==> config.mk <==
export PLATFORM = sky130hd
export DESIGN_NAME = accumulator_drain_controller
export DESIGN_NICKNAME = d
export VERILOG_FILES = /design/src/rtl/accumulator_drain_controller.sv
export SDC_FILE = /design/constraint.sdc
export NUM_CORES = 1
export LEC_CHECK = 0
export CAP_MARGIN = 0
export CORE_AREA = 2 2 112 114
export DETAILED_ROUTE_END_ITERATION = 10
export DIE_AREA = 0 0 114 116
export GPL_TIMING_DRIVEN = 0
export MAX_ROUTING_LAYER = met4
export SYNTH_ARGS = -nofsm -noshare
export SYNTH_HDL_FRONTEND = slang
export SYNTH_SLANG_ARGS = --single-unit
export TNS_END_PERCENT = 50
==> constraint.sdc <==
create_clock -name clk -period 3 [get_ports clk]
set_input_delay 0.45 -clock clk [delete_from_list [all_inputs] [get_ports clk]]
set_output_delay 0.45 -clock clk [all_outputs]
set_load 0.05 [all_outputs]
==> src/rtl/accumulator_drain_controller.sv <==
// -----------------------------------------------------------------------------
// accumulator_drain_controller
//
// Sequences the double-buffered accumulator bank array at tile boundaries.
// A tile_done request from the scheduler is accepted in IDLE. The controller
// then pulses transfer for one cycle to swap the front and back buffers. It
// walks every (bank, entry) of the back buffer, entry-major within each bank,
// and streams each word to the output writer over a valid/ready interface.
//
// Ports:
//   clk, reset               clock, synchronous active-high reset
//   tile_done, bitwidth_in   scheduler request and precision of finished tile
//   tile_ready               controller idle, tile_done will be accepted
//   transfer                 one-cycle buffer swap pulse to the banks
//   bitwidth                 precision latched at tile acceptance
//   back_buffer_bank_read,
//   back_buffer_bank_entry   back-buffer read address
//   back_buffer_data_read    read data, valid one cycle after the address
//   out_data/bank/entry/last drained word with its address tag
//   out_valid, out_ready     output handshake
//   busy                     controller not idle
//   drain_done               one-cycle pulse once the tile is fully drained
// -----------------------------------------------------------------------------
module accumulator_drain_controller #(
    parameter int BUFFER_WIDTH           = 8,
    parameter int BANK_COUNT             = 256,
    parameter int SMALLEST_ELEMENT_WIDTH = 4
) (
    input  logic                                clk,
    input  logic                                reset,
    input  logic                                tile_done,
    input  logic [1:0]                          bitwidth_in,
    output logic                                tile_ready,
    output logic                                transfer,
    output logic [1:0]                          bitwidth,
    output logic [$clog2(BANK_COUNT)-1:0]       back_buffer_bank_read,
    output logic [$clog2(BUFFER_WIDTH)-1:0]     back_buffer_bank_entry,
    input  logic [SMALLEST_ELEMENT_WIDTH*4-1:0] back_buffer_data_read,
    output logic [SMALLEST_ELEMENT_WIDTH*4-1:0] out_data,
    output logic [$clog2(BANK_COUNT)-1:0]       out_bank,
    output logic [$clog2(BUFFER_WIDTH)-1:0]     out_entry,
    output logic                                out_last,
    output logic                                out_valid,
    input  logic                                out_ready,
    output logic                                busy,
    output logic                                drain_done
);

    localparam int BANK_W  = $clog2(BANK_COUNT);
    localparam int ENTRY_W = $clog2(BUFFER_WIDTH);
    localparam int DATA_W  = SMALLEST_ELEMENT_WIDTH * 4;

    localparam logic [BANK_W-1:0]  LAST_BANK  = BANK_W'(BANK_COUNT - 1);
    localparam logic [ENTRY_W-1:0] LAST_ENTRY = ENTRY_W'(BUFFER_WIDTH - 1);

    typedef enum logic [1:0] {
        IDLE  = 2'd0,
        XFER  = 2'd1,
        DRAIN = 2'd2,
        FLUSH = 2'd3
    } state_t;

    state_t               state_q, state_d;
    logic                 transfer_q, transfer_d;
    logic                 drain_done_q, drain_done_d;
    logic                 tile_ready_q, tile_ready_d;
    logic                 busy_q, busy_d;
    logic [1:0]           bitwidth_q, bitwidth_d;
    logic [BANK_W-1:0]    bank_q, bank_d;
    logic [ENTRY_W-1:0]   entry_q, entry_d;

    // Tag of the single read in flight; it travels with the returning data.
    logic                 inflight_q, inflight_d;
    logic [BANK_W-1:0]    if_bank_q, if_bank_d;
    logic [ENTRY_W-1:0]   if_entry_q, if_entry_d;
    logic                 if_last_q, if_last_d;

    // Two-entry output FIFO; head drives out_*.
    logic [DATA_W-1:0]    fifo_data_q  [2];
    logic [BANK_W-1:0]    fifo_bank_q  [2];
    logic [ENTRY_W-1:0]   fifo_entry_q [2];
    logic                 fifo_last_q  [2];
    logic                 wr_ptr_q, rd_ptr_q;
    logic [1:0]           count_q, count_d;

    logic                 push_s, pop_s, issue_s, last_addr_s;
    logic [1:0]           occ_s;

    // Handshake, occupancy and read-issue decisions for this cycle.
    always_comb begin
        push_s      = inflight_q;
        pop_s       = (count_q != 2'd0) && out_ready;
        occ_s       = count_q + {1'b0, inflight_q};
        // A pop in the same cycle frees the slot the new read will need.
        issue_s     = (state_q == DRAIN) &&
                      ((occ_s < 2'd2) || ((occ_s == 2'd2) && pop_s));
        last_addr_s = (bank_q == LAST_BANK) && (entry_q == LAST_ENTRY);
        count_d     = count_q + {1'b0, push_s} - {1'b0, pop_s};
    end

    // Next-state and next-output logic of the drain sequencer.
    always_comb begin
        state_d      = state_q;
        transfer_d   = 1'b0;
        drain_done_d = 1'b0;
        bitwidth_d   = bitwidth_q;
        bank_d       = bank_q;
        entry_d      = entry_q;
        inflight_d   = issue_s;
        if (issue_s) begin
            if_bank_d  = bank_q;
            if_entry_d = entry_q;
            if_last_d  = last_addr_s;
        end else begin
            if_bank_d  = if_bank_q;
            if_entry_d = if_entry_q;
            if_last_d  = if_last_q;
        end
        case (state_q)
            IDLE: begin
                if (tile_done) begin
                    bitwidth_d = bitwidth_in;
                    transfer_d = 1'b1;
                    state_d    = XFER;
                end else begin
                    state_d    = IDLE;
                end
            end
            XFER: begin
                bank_d  = '0;
                entry_d = '0;
                state_d = DRAIN;
            end
            DRAIN: begin
                if (issue_s && last_addr_s) begin
                    // Address holds on the final word; XFER clears it.
                    state_d = FLUSH;
                end else if (issue_s) begin
                    if (entry_q == LAST_ENTRY) begin
                        entry_d = '0;
                        bank_d  = bank_q + BANK_W'(1);
                    end else begin
                        entry_d = entry_q + ENTRY_W'(1);
                    end
                end else begin
                    state_d = DRAIN;
                end
            end
            FLUSH: begin
                // Nothing in flight and the last FIFO word leaves this cycle.
                if (!inflight_q && (count_q == 2'd1) && pop_s) begin
                    drain_done_d = 1'b1;
                    state_d      = IDLE;
                end else begin
                    state_d      = FLUSH;
                end
            end
            default: begin
                state_d = IDLE;
            end
        endcase
        tile_ready_d = (state_d == IDLE);
        busy_d       = (state_d != IDLE);
    end

    // Sequencer state, counters, in-flight tag and registered status outputs.
    always_ff @(posedge clk) begin
        if (reset) begin
            state_q      <= IDLE;
            transfer_q   <= 1'b0;
            drain_done_q <= 1'b0;
            tile_ready_q <= 1'b1;
            busy_q       <= 1'b0;
            bitwidth_q   <= 2'b00;
            bank_q       <= '0;
            entry_q      <= '0;
            inflight_q   <= 1'b0;
            if_bank_q    <= '0;
            if_entry_q   <= '0;
            if_last_q    <= 1'b0;
        end else begin
            state_q      <= state_d;
            transfer_q   <= transfer_d;
            drain_done_q <= drain_done_d;
            tile_ready_q <= tile_ready_d;
            busy_q       <= busy_d;
            bitwidth_q   <= bitwidth_d;
            bank_q       <= bank_d;
            entry_q      <= entry_d;
            inflight_q   <= inflight_d;
            if_bank_q    <= if_bank_d;
            if_entry_q   <= if_entry_d;
            if_last_q    <= if_last_d;
        end
    end

    // FIFO pointers and occupancy; reset discards any queued words.
    always_ff @(posedge clk) begin
        if (reset) begin
            wr_ptr_q <= 1'b0;
            rd_ptr_q <= 1'b0;
            count_q  <= 2'd0;
        end else begin
            if (push_s) begin
                wr_ptr_q <= ~wr_ptr_q;
            end
            if (pop_s) begin
                rd_ptr_q <= ~rd_ptr_q;
            end
            count_q <= count_d;
        end
    end

    // FIFO storage: returning read data is captured with its tag.
    always_ff @(posedge clk) begin
        if (push_s) begin
            fifo_data_q[wr_ptr_q]  <= back_buffer_data_read;
            fifo_bank_q[wr_ptr_q]  <= if_bank_q;
            fifo_entry_q[wr_ptr_q] <= if_entry_q;
            fifo_last_q[wr_ptr_q]  <= if_last_q;
        end
    end

    assign tile_ready             = tile_ready_q;
    assign busy                   = busy_q;
    assign transfer               = transfer_q;
    assign drain_done             = drain_done_q;
    assign bitwidth               = bitwidth_q;
    assign back_buffer_bank_read  = bank_q;
    assign back_buffer_bank_entry = entry_q;
    assign out_valid              = (count_q != 2'd0);
    assign out_data               = fifo_data_q[rd_ptr_q];
    assign out_bank               = fifo_bank_q[rd_ptr_q];
    assign out_entry              = fifo_entry_q[rd_ptr_q];
    assign out_last               = fifo_last_q[rd_ptr_q];

endmodule

==> flow_metrics.py <==
metrics = {
    "route": {
        "vias": 2288,
        "route.met2.wl_um": 3057,
        "detail-route-antenna-nets": 0,
        "finalWirelength_um": 6879,
        "drtPass1Iterations": 4,
        "met1_length_um": 3193,
        "wl_met3_um": 503,
        "wl_per_cell_um": 13.98,
        "top_layer_used": "met4",
        "viasPerCell": 4.650,
        "drc": 0,
        "drtIter0Drc": 93,
    },
    "layout": {
        "syn_to_final_growth_pct": 32.67,
        "fillerInstances": 1160,
        "nNetsFinal": 367,
        "num_antenna_cells": 0,
        "drive_gt1_share_pct": 14.49,
    },
    "floorplanning": {
        "start_util_pct": 29.49,
        "row_count": 40,
        "io_pins": 68,
        "dieHeight_um": 116,
        "die-area_um2": 13220,
        "die_width_um": 114,
        "core_area_um2": 11910,
    },
    "synth": {
        "yosys-top-cells-area": "edfxtp_1, dfxtp_1, mux2_2, nand2_1, a21oi_1",
        "synth_area_um2": 3512,
        "syn_nets": 290,
        "yosysTopAreaCell": "edfxtp_1",
        "synthDistinctLibCells": 32,
        "syn_avg_cell_area_um2": 13.35,
        "async_flop_share_pct": 0,
        "synth_warnings": 0,
        "synth_seq_cells": 93,
        "synth.top_cell.area_share_pct": 47.88,
        "synth.most_common_cell": "edfxtp_1",
        "synth_edf_count": 56,
        "synth_common_cells": "edfxtp_1, dfxtp_1, nand2_1",
        "postSynthCellCount": 263,
        "synthFlopType": "edfxtp_1",
        "ys_seq_area_share_pct": 68.97,
    },
    "pwr": {
        "p_comb_share_pct": 26.7,
        "clkPwrFrac_pct": 31.1,
        "leakage_nw": 1.568,
        "p_int_w": 0.002325,
        "switchingPower_w": 0.001111,
        "total_power_w": 0.003436,
        "p_seq_share_pct": 42.3,
        "p_per_area_nw_per_um2": 737.3,
        "swShare_pct": 32.34,
        "ir_drop_v": 0.0002991,
    },
    "placed_design": {
        "post-dp-hpwl_um": 4605,
        "pre_cts_ws_ns": 0.1002,
        "gp_congestion": 0.8799,
        "place.port_buffers": 67,
    },
    "timing": {
        "rsz0062_at_grt": "false",
        "slew_headroom_pct": 43.47,
        "fin_ws_ns": 0.1126,
        "hold_viol": 0,
        "fin_crit_ns": 2.887,
        "fmax_mhz": 346.3,
        "report.final.slew_viol_count": 0,
        "tightest_slew_ns": 0.8461,
        "period_share_pct": 96.25,
        "tns_ns": 0,
        "finalSetupViolations": 0,
        "finalClockSkew_ns": 0.006064,
    },
    "clocking": {
        "hold_buffers": 0,
        "tritoncts": "built",
        "cts_sinks": 93,
        "cts_buffers": 9,
        "postCtsSetupRepairBufs": 0,
        "cts_resized": 2,
        "clock_latency_ns": 0.34,
        "clock_path_buffers": 2,
        "clkTransAtPathRegs_ns": 0.07,
        "cts_root_buf": "clkbuf_16",
        "htreeDepth": 3,
    },
    "global_routing": {
        "grt.total_usage_pct": 11.29,
        "antenna_found_initial": 0,
        "grt_pass1_vias": 2255,
        "grt_max_degree": 29,
        "grt_pass1_wl_um": 11090,
        "gr-total-overflow": 0,
    },
    "critical_path": {
        "critPathArrivalTime_ns": 2.44,
        "required_ns": 2.55,
        "cp-start-kind": "flop",
        "crit_path_max_fanout": 10,
        "critPathKind": "reg2out",
        "worst_setup_path_end_kind": "output pin",
    },
    "run_status": {
        "outcome": "complete, no violations",
    },
    "job": {
        "drv_cap": 0,
    },
    "worst_hold_path": {
        "hp-class": "reg2reg",
    },
}
-- path summary, 6_finish.rpt --
path,from,endpoint,slack [ns],cells past startpoint
worst min-delay path,if_entry_q[0]$_SDFFE_PP0P_,fifo_entry_q[0][0]$_DFFE_PP_,0.45,0
worst min register to register,if_entry_q[0]$_SDFFE_PP0P_,fifo_entry_q[0][0]$_DFFE_PP_,0.45,0
worst max register to register,inflight_q$_SDFF_PP0_,if_bank_q[5]$_SDFFE_PP0P_,0.91,6
worst max-delay path,flop,out_entry[0],0.11,3
-- power groups by stage --
stage	sequential (W)	clock (W)	combinational, W
2_1_floorplan	0.00148	0	0.000628
3_3_place_gp	0.00146	0	0.000931
3_5_place_dp	0.00146	0	0.000941
4_1_cts	0.00145	0.00110	0.000925
5_1_grt	0.00146	0.00115	0.000965
6_report	0.00145	0.00107	0.000916
-- stage by stage --
| step | utilization, % | cell area, um^2 | std cells | hold WS [ns] |
|---|---|---|---|---|
| 2_1_floorplan | - | 3512 | 263 | 0.4254 |
| 5_1_grt | 39.12 | 4659 | 492 | 0.4719 |
| 3_3_place_gp | 36.66 | 4367 | 477 | 0.4360 |
| 4_1_cts | 39.11 | 4658 | 492 | 0.4548 |
| 6_report | 39.12 | 4659 | 492 | 0.4503 |
| 3_5_place_dp | 36.72 | 4374 | 477 | 0.4423 |
-- cell families after synthesis --
family                     Yosys count  share of synthesized area [%]
DFF                                 93                          68.97
and+or+nand+nor                     86                          11.26
muxes                               30                          9.548
AOI/OAI and AO/OA                   29                          4.952
buffers and inverters               12                          1.496
xor gates and xnor gates             8                          1.995
adders and majority gates            5                          1.781
-- cells in the final DEF, fill, tap and decap left out, drive strengths merged, types with 2 or more instances in the layout --
cell type,Yosys,layout
clkinv,0,4
nand2b,7,7
xnor2,7,7
nor2b,4,4
clkbuf,7,15
a21oi,20,20
clkdlybuf4s50,0,67
nor4,2,2
mux2i,2,2
dfxtp,37,37
nand4,5,5
inv,3,5
edfxtp,56,56
o21ai,4,4
buf,2,2
nand3,6,6
nor3,2,2
mux2,28,28
nand2,35,35
or3,2,2
nor2,19,19
ha,5,5
-- layout make-up --
class,count,area (um^2),area share [%]
Tap cell,147,183.9,3.947
Timing Repair Buffer,67,670.6,14.39
Clock buffer,9,225.2,4.834
Buffer,8,40.04,0.8593
Clock inverter,7,60.06,1.289
Sequential cell,93,2422,51.99
Multi-Input combinational cell,158,1046,22.45
Inverter,3,11.26,0.2417
-- worst max-delay path, stage by stage, from the launching register on --
cell and delay (ns):
dfxtp_1 0.62, clkbuf_2 0.36, mux2_2 0.38, clkdlybuf4s50_1 0.73
-- routing by layer --
layer / vias up / GRT usage [%]
li1: 1103 / -
met1: 1097 / 13.55
met2: 76 / 17.38
met3: 12 / 3.766
met4: 0 / 4.959
met5: - / -
-- flip-flops by register name, indices dropped and copies added, names as in the netlist, 2 cells and up, named ones only --
signal and count:
back_buffer_bank_read 8, fifo_bank_q 16, bitwidth 2, if_bank_q 8, state_q 2, fifo_last_q 2
count_q 2, if_entry_q 3, fifo_entry_q 6, back_buffer_bank_entry 3, fifo_data_q 32
Power figures use the tool's default switching activity.
